<file path="src/rtl/rv32ima_pkg.sv">
// Shared definitions for the machine-mode trap unit.
// Contents:
//   CSR_*          12-bit addresses of the implemented M-mode CSRs
//   exc_cause_e    synchronous exception cause codes (mcause[3:0])
//   csr_op_e       CSR instruction operation
//   trap_state_e   trap controller FSM states
//   MSTATUS_*      bit positions of the writable mstatus fields
//   csr_addr_legal helper: 1 when an address maps to an implemented CSR
package rv32ima_pkg;

    localparam logic [11:0] CSR_MSTATUS  = 12'h300;
    localparam logic [11:0] CSR_MTVEC    = 12'h305;
    localparam logic [11:0] CSR_MSCRATCH = 12'h340;
    localparam logic [11:0] CSR_MEPC     = 12'h341;
    localparam logic [11:0] CSR_MCAUSE   = 12'h342;
    localparam logic [11:0] CSR_MTVAL    = 12'h343;

    localparam int MSTATUS_MIE  = 3;
    localparam int MSTATUS_MPIE = 7;

    typedef enum logic [3:0] {
        EXC_INST_ADDR_MISALIGN = 4'd0,
        EXC_INST_ILLEGAL       = 4'd2,
        EXC_BREAKPOINT         = 4'd3,
        EXC_LOAD_MISALIGN      = 4'd4,
        EXC_STORE_AMO_MISALIGN = 4'd6,
        EXC_ECALL_M            = 4'd11
    } exc_cause_e;

    typedef enum logic [1:0] {
        CSR_OP_READ  = 2'b00,
        CSR_OP_WRITE = 2'b01,
        CSR_OP_SET   = 2'b10,
        CSR_OP_CLEAR = 2'b11
    } csr_op_e;

    typedef enum logic {
        ST_RUN      = 1'b0,
        ST_REDIRECT = 1'b1
    } trap_state_e;

    function automatic logic csr_addr_legal(input logic [11:0] addr);
        case (addr)
            CSR_MSTATUS, CSR_MTVEC, CSR_MSCRATCH,
            CSR_MEPC, CSR_MCAUSE, CSR_MTVAL: csr_addr_legal = 1'b1;
            default:                         csr_addr_legal = 1'b0;
        endcase
    endfunction

endpackage

</file>
<file path="src/rtl/exception_if.sv">
// Exception bundle between the pipeline (publisher) and the trap unit (subscriber).
// Signals:
//   inst_addr_misalign .. load_misalign  synchronous exception flags of the instruction in flight
//   current_pc         pc of that instruction
//   epc_value          mepc, used as the mret target
//   trap_handler_addr  fetch redirect target (mtvec, direct mode)
//   trap_enable        high while fetch must be redirected / the pipeline flushed
interface exception_if;
    logic        inst_addr_misalign;
    logic        inst_illegal;
    logic        ecall;
    logic        ebreak;
    logic        store_amo_misalign;
    logic        load_misalign;
    logic [31:0] current_pc;
    logic [31:0] epc_value;
    logic [31:0] trap_handler_addr;
    logic        trap_enable;

    modport publisher (
        output inst_addr_misalign, inst_illegal, ecall, ebreak,
               store_amo_misalign, load_misalign, current_pc,
        input  epc_value, trap_handler_addr, trap_enable
    );

    modport subscriber (
        input  inst_addr_misalign, inst_illegal, ecall, ebreak,
               store_amo_misalign, load_misalign, current_pc,
        output epc_value, trap_handler_addr, trap_enable
    );
endinterface

</file>
<file path="src/rtl/trap_cause_prio.sv">
// Combinational priority encoder from synchronous exception flags to a cause code.
// Ports:
//   inst_addr_misalign, inst_illegal, ecall, ebreak, store_amo_misalign, load_misalign  in  flags
//   valid  out  any flag set
//   cause  out  highest-priority cause (order listed above, first wins)
module trap_cause_prio
    import rv32ima_pkg::*;
(
    input  logic       inst_addr_misalign,
    input  logic       inst_illegal,
    input  logic       ecall,
    input  logic       ebreak,
    input  logic       store_amo_misalign,
    input  logic       load_misalign,
    output logic       valid,
    output exc_cause_e cause
);

    always_comb begin
        valid = inst_addr_misalign | inst_illegal | ecall | ebreak |
                store_amo_misalign | load_misalign;
        cause = EXC_INST_ADDR_MISALIGN;
        if (inst_addr_misalign)      cause = EXC_INST_ADDR_MISALIGN;
        else if (inst_illegal)       cause = EXC_INST_ILLEGAL;
        else if (ecall)              cause = EXC_ECALL_M;
        else if (ebreak)             cause = EXC_BREAKPOINT;
        else if (store_amo_misalign) cause = EXC_STORE_AMO_MISALIGN;
        else if (load_misalign)      cause = EXC_LOAD_MISALIGN;
    end

endmodule

</file>
<file path="src/rtl/trap_controller.sv">
// Machine-mode trap unit. Takes synchronous exceptions, captures mepc/mcause,
// redirects fetch to mtvec for REDIRECT_CYCLES cycles, and owns the M-mode
// trap CSRs together with the CSR-instruction and mret paths.
// Optional feature macro: TRAP_MTVAL_EN (adds mtval_in and a real mtval register;
// without it mtval reads 0 and ignores writes, address 0x343 stays legal).
// Ports:
//   clk, rst      clock; asynchronous active-high reset
//   exc           exception_if.subscriber (flags/current_pc in, epc/handler/trap_enable out)
//   csr_en        CSR instruction valid
//   csr_op        00 read, 01 write, 10 set, 11 clear
//   csr_addr      CSR address
//   csr_wdata     CSR operand
//   csr_rdata     old value of the addressed CSR (0 for unknown addresses)
//   csr_illegal   csr_en with an unimplemented address
//   mret          mret retiring
//   trap_busy     high in REDIRECT; doubles as the visible FSM state
//   mtval_in      faulting address/instruction (TRAP_MTVAL_EN only)
// Handshake: there is no back-pressure. Inputs are sampled every rising edge
// while in RUN; while trap_busy is high all flags, csr_en and mret are dropped.
module trap_controller
    import rv32ima_pkg::*;
#(
    parameter logic [31:0] MTVEC_RESET     = 32'h0000_0100,
    parameter int unsigned REDIRECT_CYCLES = 1
) (
    input  logic        clk,
    input  logic        rst,
    exception_if.subscriber exc,
    input  logic        csr_en,
    input  logic [1:0]  csr_op,
    input  logic [11:0] csr_addr,
    input  logic [31:0] csr_wdata,
    output logic [31:0] csr_rdata,
    output logic        csr_illegal,
    input  logic        mret,
`ifdef TRAP_MTVAL_EN
    input  logic [31:0] mtval_in,
`endif
    output logic        trap_busy
);

    localparam logic [3:0] CNT_INIT = 4'(REDIRECT_CYCLES - 1);

    trap_state_e state_q, state_d;
    logic [3:0]  cnt_q, cnt_d;
    logic        mie_q, mie_d;
    logic        mpie_q, mpie_d;
    logic [31:0] mtvec_q, mtvec_d;
    logic [31:0] mscratch_q, mscratch_d;
    logic [31:0] mepc_q, mepc_d;
    logic [31:0] mcause_q, mcause_d;
    logic [31:0] mtval_rd;
`ifdef TRAP_MTVAL_EN
    logic [31:0] mtval_q, mtval_d;
`endif

    logic        trap_valid;
    exc_cause_e  trap_cause;
    logic [31:0] mstatus_rd;
    logic [31:0] csr_new;
    logic        csr_we;

    trap_cause_prio u_prio (
        .inst_addr_misalign (exc.inst_addr_misalign),
        .inst_illegal       (exc.inst_illegal),
        .ecall              (exc.ecall),
        .ebreak             (exc.ebreak),
        .store_amo_misalign (exc.store_amo_misalign),
        .load_misalign      (exc.load_misalign),
        .valid              (trap_valid),
        .cause              (trap_cause)
    );

`ifdef TRAP_MTVAL_EN
    assign mtval_rd = mtval_q;
`else
    assign mtval_rd = 32'h0;
`endif

    // MPP is hardwired to machine mode (bits 12:11).
    always_comb begin
        mstatus_rd               = 32'h0000_1800;
        mstatus_rd[MSTATUS_MIE]  = mie_q;
        mstatus_rd[MSTATUS_MPIE] = mpie_q;
    end

    // CSR read mux and read-modify-write value.
    always_comb begin
        case (csr_addr)
            CSR_MSTATUS:  csr_rdata = mstatus_rd;
            CSR_MTVEC:    csr_rdata = mtvec_q;
            CSR_MSCRATCH: csr_rdata = mscratch_q;
            CSR_MEPC:     csr_rdata = mepc_q;
            CSR_MCAUSE:   csr_rdata = mcause_q;
            CSR_MTVAL:    csr_rdata = mtval_rd;
            default:      csr_rdata = 32'h0;
        endcase

        case (csr_op_e'(csr_op))
            CSR_OP_WRITE: csr_new = csr_wdata;
            CSR_OP_SET:   csr_new = csr_rdata | csr_wdata;
            CSR_OP_CLEAR: csr_new = csr_rdata & ~csr_wdata;
            default:      csr_new = csr_rdata;
        endcase

        csr_illegal = csr_en & ~csr_addr_legal(csr_addr);
        csr_we      = csr_en & csr_addr_legal(csr_addr) &
                      (csr_op != CSR_OP_READ);
    end

    // Next-state logic.
    always_comb begin
        state_d    = state_q;
        cnt_d      = cnt_q;
        mie_d      = mie_q;
        mpie_d     = mpie_q;
        mtvec_d    = mtvec_q;
        mscratch_d = mscratch_q;
        mepc_d     = mepc_q;
        mcause_d   = mcause_q;
`ifdef TRAP_MTVAL_EN
        mtval_d    = mtval_q;
`endif

        case (state_q)
            ST_RUN: begin
                if (trap_valid) begin
                    // The faulting instruction's CSR access / mret is squashed.
                    mepc_d   = {exc.current_pc[31:2], 2'b00};
                    mcause_d = {28'h0, trap_cause};
                    mpie_d   = mie_q;
                    mie_d    = 1'b0;
`ifdef TRAP_MTVAL_EN
                    mtval_d  = mtval_in;
`endif
                    cnt_d    = CNT_INIT;
                    state_d  = ST_REDIRECT;
                end else begin
                    if (csr_we) begin
                        case (csr_addr)
                            CSR_MSTATUS: begin
                                mie_d  = csr_new[MSTATUS_MIE];
                                mpie_d = csr_new[MSTATUS_MPIE];
                            end
                            CSR_MTVEC:    mtvec_d    = {csr_new[31:2], 2'b00};
                            CSR_MSCRATCH: mscratch_d = csr_new;
                            CSR_MEPC:     mepc_d     = {csr_new[31:2], 2'b00};
                            CSR_MCAUSE:   mcause_d   = csr_new;
`ifdef TRAP_MTVAL_EN
                            CSR_MTVAL:    mtval_d    = csr_new;
`endif
                            default: ;
                        endcase
                    end
                    // Placed after the CSR write so mret's MIE/MPIE update wins.
                    if (mret) begin
                        mie_d  = mpie_q;
                        mpie_d = 1'b1;
                    end
                end
            end
            ST_REDIRECT: begin
                if (cnt_q == 4'd0) begin
                    state_d = ST_RUN;
                end else begin
                    cnt_d = cnt_q - 4'd1;
                end
            end
            default: state_d = ST_RUN;
        endcase
    end

    always_ff @(posedge clk or posedge rst) begin
        if (rst) begin
            state_q    <= ST_RUN;
            cnt_q      <= 4'd0;
            mie_q      <= 1'b0;
            mpie_q     <= 1'b0;
            mtvec_q    <= {MTVEC_RESET[31:2], 2'b00};
            mscratch_q <= 32'h0;
            mepc_q     <= 32'h0;
            mcause_q   <= 32'h0;
`ifdef TRAP_MTVAL_EN
            mtval_q    <= 32'h0;
`endif
        end else begin
            state_q    <= state_d;
            cnt_q      <= cnt_d;
            mie_q      <= mie_d;
            mpie_q     <= mpie_d;
            mtvec_q    <= mtvec_d;
            mscratch_q <= mscratch_d;
            mepc_q     <= mepc_d;
            mcause_q   <= mcause_d;
`ifdef TRAP_MTVAL_EN
            mtval_q    <= mtval_d;
`endif
        end
    end

    // Driven straight from the state flop so reset drops it asynchronously.
    assign exc.trap_enable       = (state_q == ST_REDIRECT);
    assign trap_busy             = (state_q == ST_REDIRECT);
    assign exc.trap_handler_addr = {mtvec_q[31:2], 2'b00};
    assign exc.epc_value         = mepc_q;

endmodule

</file>
<file path="src/flat_wrapper.sv">
// flat-port wrapper written by rule: the top's interface ports become plain ports
module trap_controller_flat import rv32ima_pkg::*;
#(
    parameter logic [31:0] MTVEC_RESET     = 32'h0000_0100,
    parameter int unsigned REDIRECT_CYCLES = 1
)
  (clk, rst, csr_en, csr_op, csr_addr, csr_wdata, csr_rdata, csr_illegal, mret, trap_busy, exc_inst_addr_misalign, exc_inst_illegal, exc_ecall, exc_ebreak, exc_store_amo_misalign, exc_load_misalign, exc_current_pc, exc_epc_value, exc_trap_handler_addr, exc_trap_enable);
  exception_if exc_i ();
  input  logic clk;
  input  logic rst;
  input  logic csr_en;
  input  logic [1:0] csr_op;
  input  logic [11:0] csr_addr;
  input  logic [31:0] csr_wdata;
  output logic [31:0] csr_rdata;
  output logic csr_illegal;
  input  logic mret;
  output logic trap_busy;
  input wire logic [$bits(exc_i.inst_addr_misalign)-1:0] exc_inst_addr_misalign;
  input wire logic [$bits(exc_i.inst_illegal)-1:0] exc_inst_illegal;
  input wire logic [$bits(exc_i.ecall)-1:0] exc_ecall;
  input wire logic [$bits(exc_i.ebreak)-1:0] exc_ebreak;
  input wire logic [$bits(exc_i.store_amo_misalign)-1:0] exc_store_amo_misalign;
  input wire logic [$bits(exc_i.load_misalign)-1:0] exc_load_misalign;
  input wire logic [$bits(exc_i.current_pc)-1:0] exc_current_pc;
  output wire logic [$bits(exc_i.epc_value)-1:0] exc_epc_value;
  output wire logic [$bits(exc_i.trap_handler_addr)-1:0] exc_trap_handler_addr;
  output wire logic [$bits(exc_i.trap_enable)-1:0] exc_trap_enable;
  assign exc_i.inst_addr_misalign = exc_inst_addr_misalign;
  assign exc_i.inst_illegal = exc_inst_illegal;
  assign exc_i.ecall = exc_ecall;
  assign exc_i.ebreak = exc_ebreak;
  assign exc_i.store_amo_misalign = exc_store_amo_misalign;
  assign exc_i.load_misalign = exc_load_misalign;
  assign exc_i.current_pc = exc_current_pc;
  assign exc_epc_value = exc_i.epc_value;
  assign exc_trap_handler_addr = exc_i.trap_handler_addr;
  assign exc_trap_enable = exc_i.trap_enable;
  trap_controller #(.MTVEC_RESET(MTVEC_RESET), .REDIRECT_CYCLES(REDIRECT_CYCLES)) u_core (.clk(clk), .rst(rst), .exc(exc_i), .csr_en(csr_en), .csr_op(csr_op), .csr_addr(csr_addr), .csr_wdata(csr_wdata), .csr_rdata(csr_rdata), .csr_illegal(csr_illegal), .mret(mret), .trap_busy(trap_busy));
endmodule
</file>
<file path="config.mk">
export PLATFORM = sky130hd
export DESIGN_NAME = trap_controller_flat
export DESIGN_NICKNAME = d
export VERILOG_FILES = /design/src/rtl/rv32ima_pkg.sv /design/src/rtl/exception_if.sv /design/src/rtl/trap_cause_prio.sv /design/src/rtl/trap_controller.sv /design/src/flat_wrapper.sv
export SDC_FILE = /design/constraint.sdc
export NUM_CORES = 1
export LEC_CHECK = 0
export CAP_MARGIN = 20
export CORE_ASPECT_RATIO = 1.4
export CORE_MARGIN = 2
export CORE_UTILIZATION = 64
export DETAILED_ROUTE_END_ITERATION = 8
export DONT_BUFFER_PORTS = 1
export GPL_TIMING_DRIVEN = 0
export MAX_ROUTING_LAYER = met4
export PLACE_DENSITY = 0.8
export SKIP_CTS_REPAIR_TIMING = 1
export SYNTH_ARGS = -nofsm -noshare
export SYNTH_HDL_FRONTEND = slang
export SYNTH_SLANG_ARGS = --single-unit
</file>
<file path="constraint.sdc">
create_clock -name clk -period 5.23 [get_ports clk]
set_input_delay 0.7845 -clock clk [delete_from_list [all_inputs] [get_ports clk]]
set_output_delay 0.7845 -clock clk [all_outputs]
set_load 0.005 [all_outputs]
</file>
==> reports/qor.csv <==
stage,metric,value,unit
synth,ys_seq_area_share,44.6,%
sta,worst_slack,1.64,ns
synth,ys_ff_latch,131,
synth,async_flop_share,100,%
setup_path,cp.depth,7,
finish,final_util,72.5,%
synth,synth_cell_types,69,
finish,stdcell_area,8180,µm²
clocking,clockBufferDepth,2,
sta,finalCriticalPeriod,3.59,ns
sta,finalMaxSlewViolations,0,
setup_path,critPathCaptureType,output pin,
clocking,clk-insertion-delay-late,0.43,ns
clocking,cts_tree,done,
setup_path,path_class,input pin to output pin,
clocking,root_buffer,clkbuf_16,
placed_design,hpwl,16.3,mm
routing,remaining_drc_errors,0,
finish,final_cell_mix,"dfrtp_1 (130), nand2_1 (60), a22o_1 (35), a22oi_1 (34), mux2_1 (32)",
setup_path,critPathMaxStageDelay,0.66,ns
synth,synth-xor-area-share,0.952,%
floorplan,std_cell_rows,46,
routing,via_per_inst,7.19,
routing,vias,6340,
synth,syn_area,7360,µm²
placed_design,io_buffers,0,
synth,synthAdderAreaFrac,0.170,%
setup_path,crit_path_start_kind,input pin,
finish,num_antenna_cells,0,
sta,fin_crit_sh,68.6,%
hold_path,worstHoldPathType,input pin to async pin,
routing,drt_first_pass_iters,5,
setup_path,required,4.45,ns
synth,synth_edf_count,0,
sta,setup_viol,0,
setup_path,critPathMaxFanout,10,
finish,area_delta_synth_final,11.2,%
global_routing,grt_antenna_before_repair,0,
setup_path,timing.critical_path.buf_inv,3,
clocking,cts_max_level,4,
sta,finalHoldViolCount,0,
synth,synth-compound-area-share,26.8,%
synth,synthCells,702,
sta,rsz0062_at_grt,no,
job,maxCapViolations,0,
placed_design,pre_cts_ws,1.71,ns
pwr,leakagePower,3.53,nW
clocking,clkSlewWorstSetupHoldPaths,0.06,ns
status,status,"complete, no violations",
global_routing,grt_max_degree,68,
synth,ys_warn_count,0,
routing,antenna_left,0,
sta,slew_headroom,43.1,%
global_routing,grt_pass1_wl,35.5,mm
floorplan,core_area,11300,µm²
placed_design,placed_area,7580,µm²
setup_path,crit_family,simple AND/OR/NAND/NOR gates,
floorplan,dieArea,12400,µm²
global_routing,overflow,0,
routing,drtIter0Drc,580,
synth,synth_top_family_by_area,compound AO/OA/AOI/OAI gates,
pwr,vdd_drop_max,318,µV
finish,fin_nets,814,
sta,worst_pin_slew,0.853,ns
synth,postSynthAreaPerCell,10.5,µm²
synth,muxShareOfSynthArea,10.0,%
routing,drt-wirelength-per-cell,26.6,µm
sta,fin_skew,0.00673,ns
global_routing,grt_pass1_vias,6564,
setup_path,r2r_slack,2.80,ns
finish,final_cells,882,
pwr,power_density,403,nW/µm²
global_routing,groute.usage.overall,39.8,%
routing,wl,23.5,mm
floorplan,die_h,131,µm
clocking,cts_buffers,17,
floorplan,io_pins,187,
floorplan,die_w,94.6,µm
clocking,cts_sinks,131,
floorplan,floorplan.initialDensity,65.2,%
setup_path,cp_slowest_cell,nor4_1,
placed_design,gp_congestion,1.01,
placed_design,dp_cells,850,
synth,synthSimpleGateAreaFrac,12.2,%
finish,layout_commonest_cell,dfrtp_1,
setup_path,r2r_cells,5,
finish,fillers,806,
setup_path,crit_chain,buf_2 > or4_1 > clkbuf_1 > nor4_1 > a31o_2 > a31oi_1 > inv_1,
finish,layout-drive-gt1-share,17.2,%
synth,synthFlopType,dfrtp_1,
sta,timing.fmax,279,MHz
pwr,power.total,3.30,mW
setup_path,worstPathArrival,2.80,ns
## state kept, by name, indices dropped and copies added, names as in the netlist
name	count
u_core.mcause_q	32
u_core.cnt_q	4
u_core.mie_q	1
u_core.mscratch_q	32
u_core.mtvec_q	30
u_core.exc.epc_value	30
u_core.mpie_q	1
u_core.exc.trap_enable	1
## routing by layer
metal | global-route usage, % | share of wire, % | vias to the layer above
met1 | 45.2 | 35 | 3113
met2 | 63.5 | 50 | 434
met3 | 10.0 | 9.9 | 101
met4 | 23.4 | 5.0 | 0
li1 | - | - | 2692
met5 | - | 0 | -
## stage by stage
stage | hold slack, ns | TNS (ns)
final | 0.289 | 0
after global routing | 0.360 | 0
after floorplan | 0.442 | 0
after detailed placement | 0.467 | 0
after CTS | 0.330 | 0
after global placement | 0.459 | -36.43
## synthesized netlist by cell type (15+ instances only)
cell | instances | share of area [%]
o22ai_2 | 22 | 3.7
a22o_1 | 35 | 4.2
nor2_1 | 28 | 1.4
buf_2 | 15 | 1.0
dfrtp_1 | 130 | 44
a21oi_1 | 30 | 2.0
a21o_1 | 21 | 2.1
nor3b_1 | 23 | 2.3
mux2i_1 | 30 | 4.1
mux2_1 | 32 | 4.9
clkbuf_1 | 30 | 1.5
nand2_1 | 60 | 3.1
a211oi_2 | 16 | 2.7
o21ai_1 | 28 | 1.9
o21ai_0 | 23 | 1.6
a22oi_1 | 34 | 3.5
## worst paths after layout
check                                        from                        to
max in group asynchronous                     rst         u_core.mtvec_q[8]
setup reg to reg           u_core.exc.trap_enable   u_core.exc.epc_value[8]
hold / removal                                rst  u_core.exc.epc_value[28]
setup / recovery                      csr_addr[0]             csr_rdata[11]
min in group clk                             mret              u_core.mie_q
hold reg to reg              u_core.mscratch_q[2]      u_core.mscratch_q[2]
## cells by family (layout without fill, tap and decap cells)
family,count (synthesis),after routing
other,1,4
adder cells (fa/ha/maj),1,1
buffers and inverters,72,105
multiplexers,69,69
flip-flops,131,131
XOR/XNOR,8,8
AO/OA/AOI/OAI,252,252
AND/OR/NAND/NOR,168,168
## power by group
group	internal [mW]	switching (mW)	total [mW]
clock network	0.762	0.467	1.23
logic	0.305	0.435	0.741
registers	1.17	0.165	1.33
## cell type report
class	instances	area, µm²	area share, %
Multi-Input combinational cell	502	3700	45.3
Sequential cell	131	3280	40.1
Clock buffer	19	443	5.41
Buffer	65	360	4.40
Tap cell	144	180	2.20
Clock inverter	13	156	1.91
Inverter	7	31.3	0.382
Timing Repair Buffer	1	27.5	0.336
(Power assumes the default switching activity.)
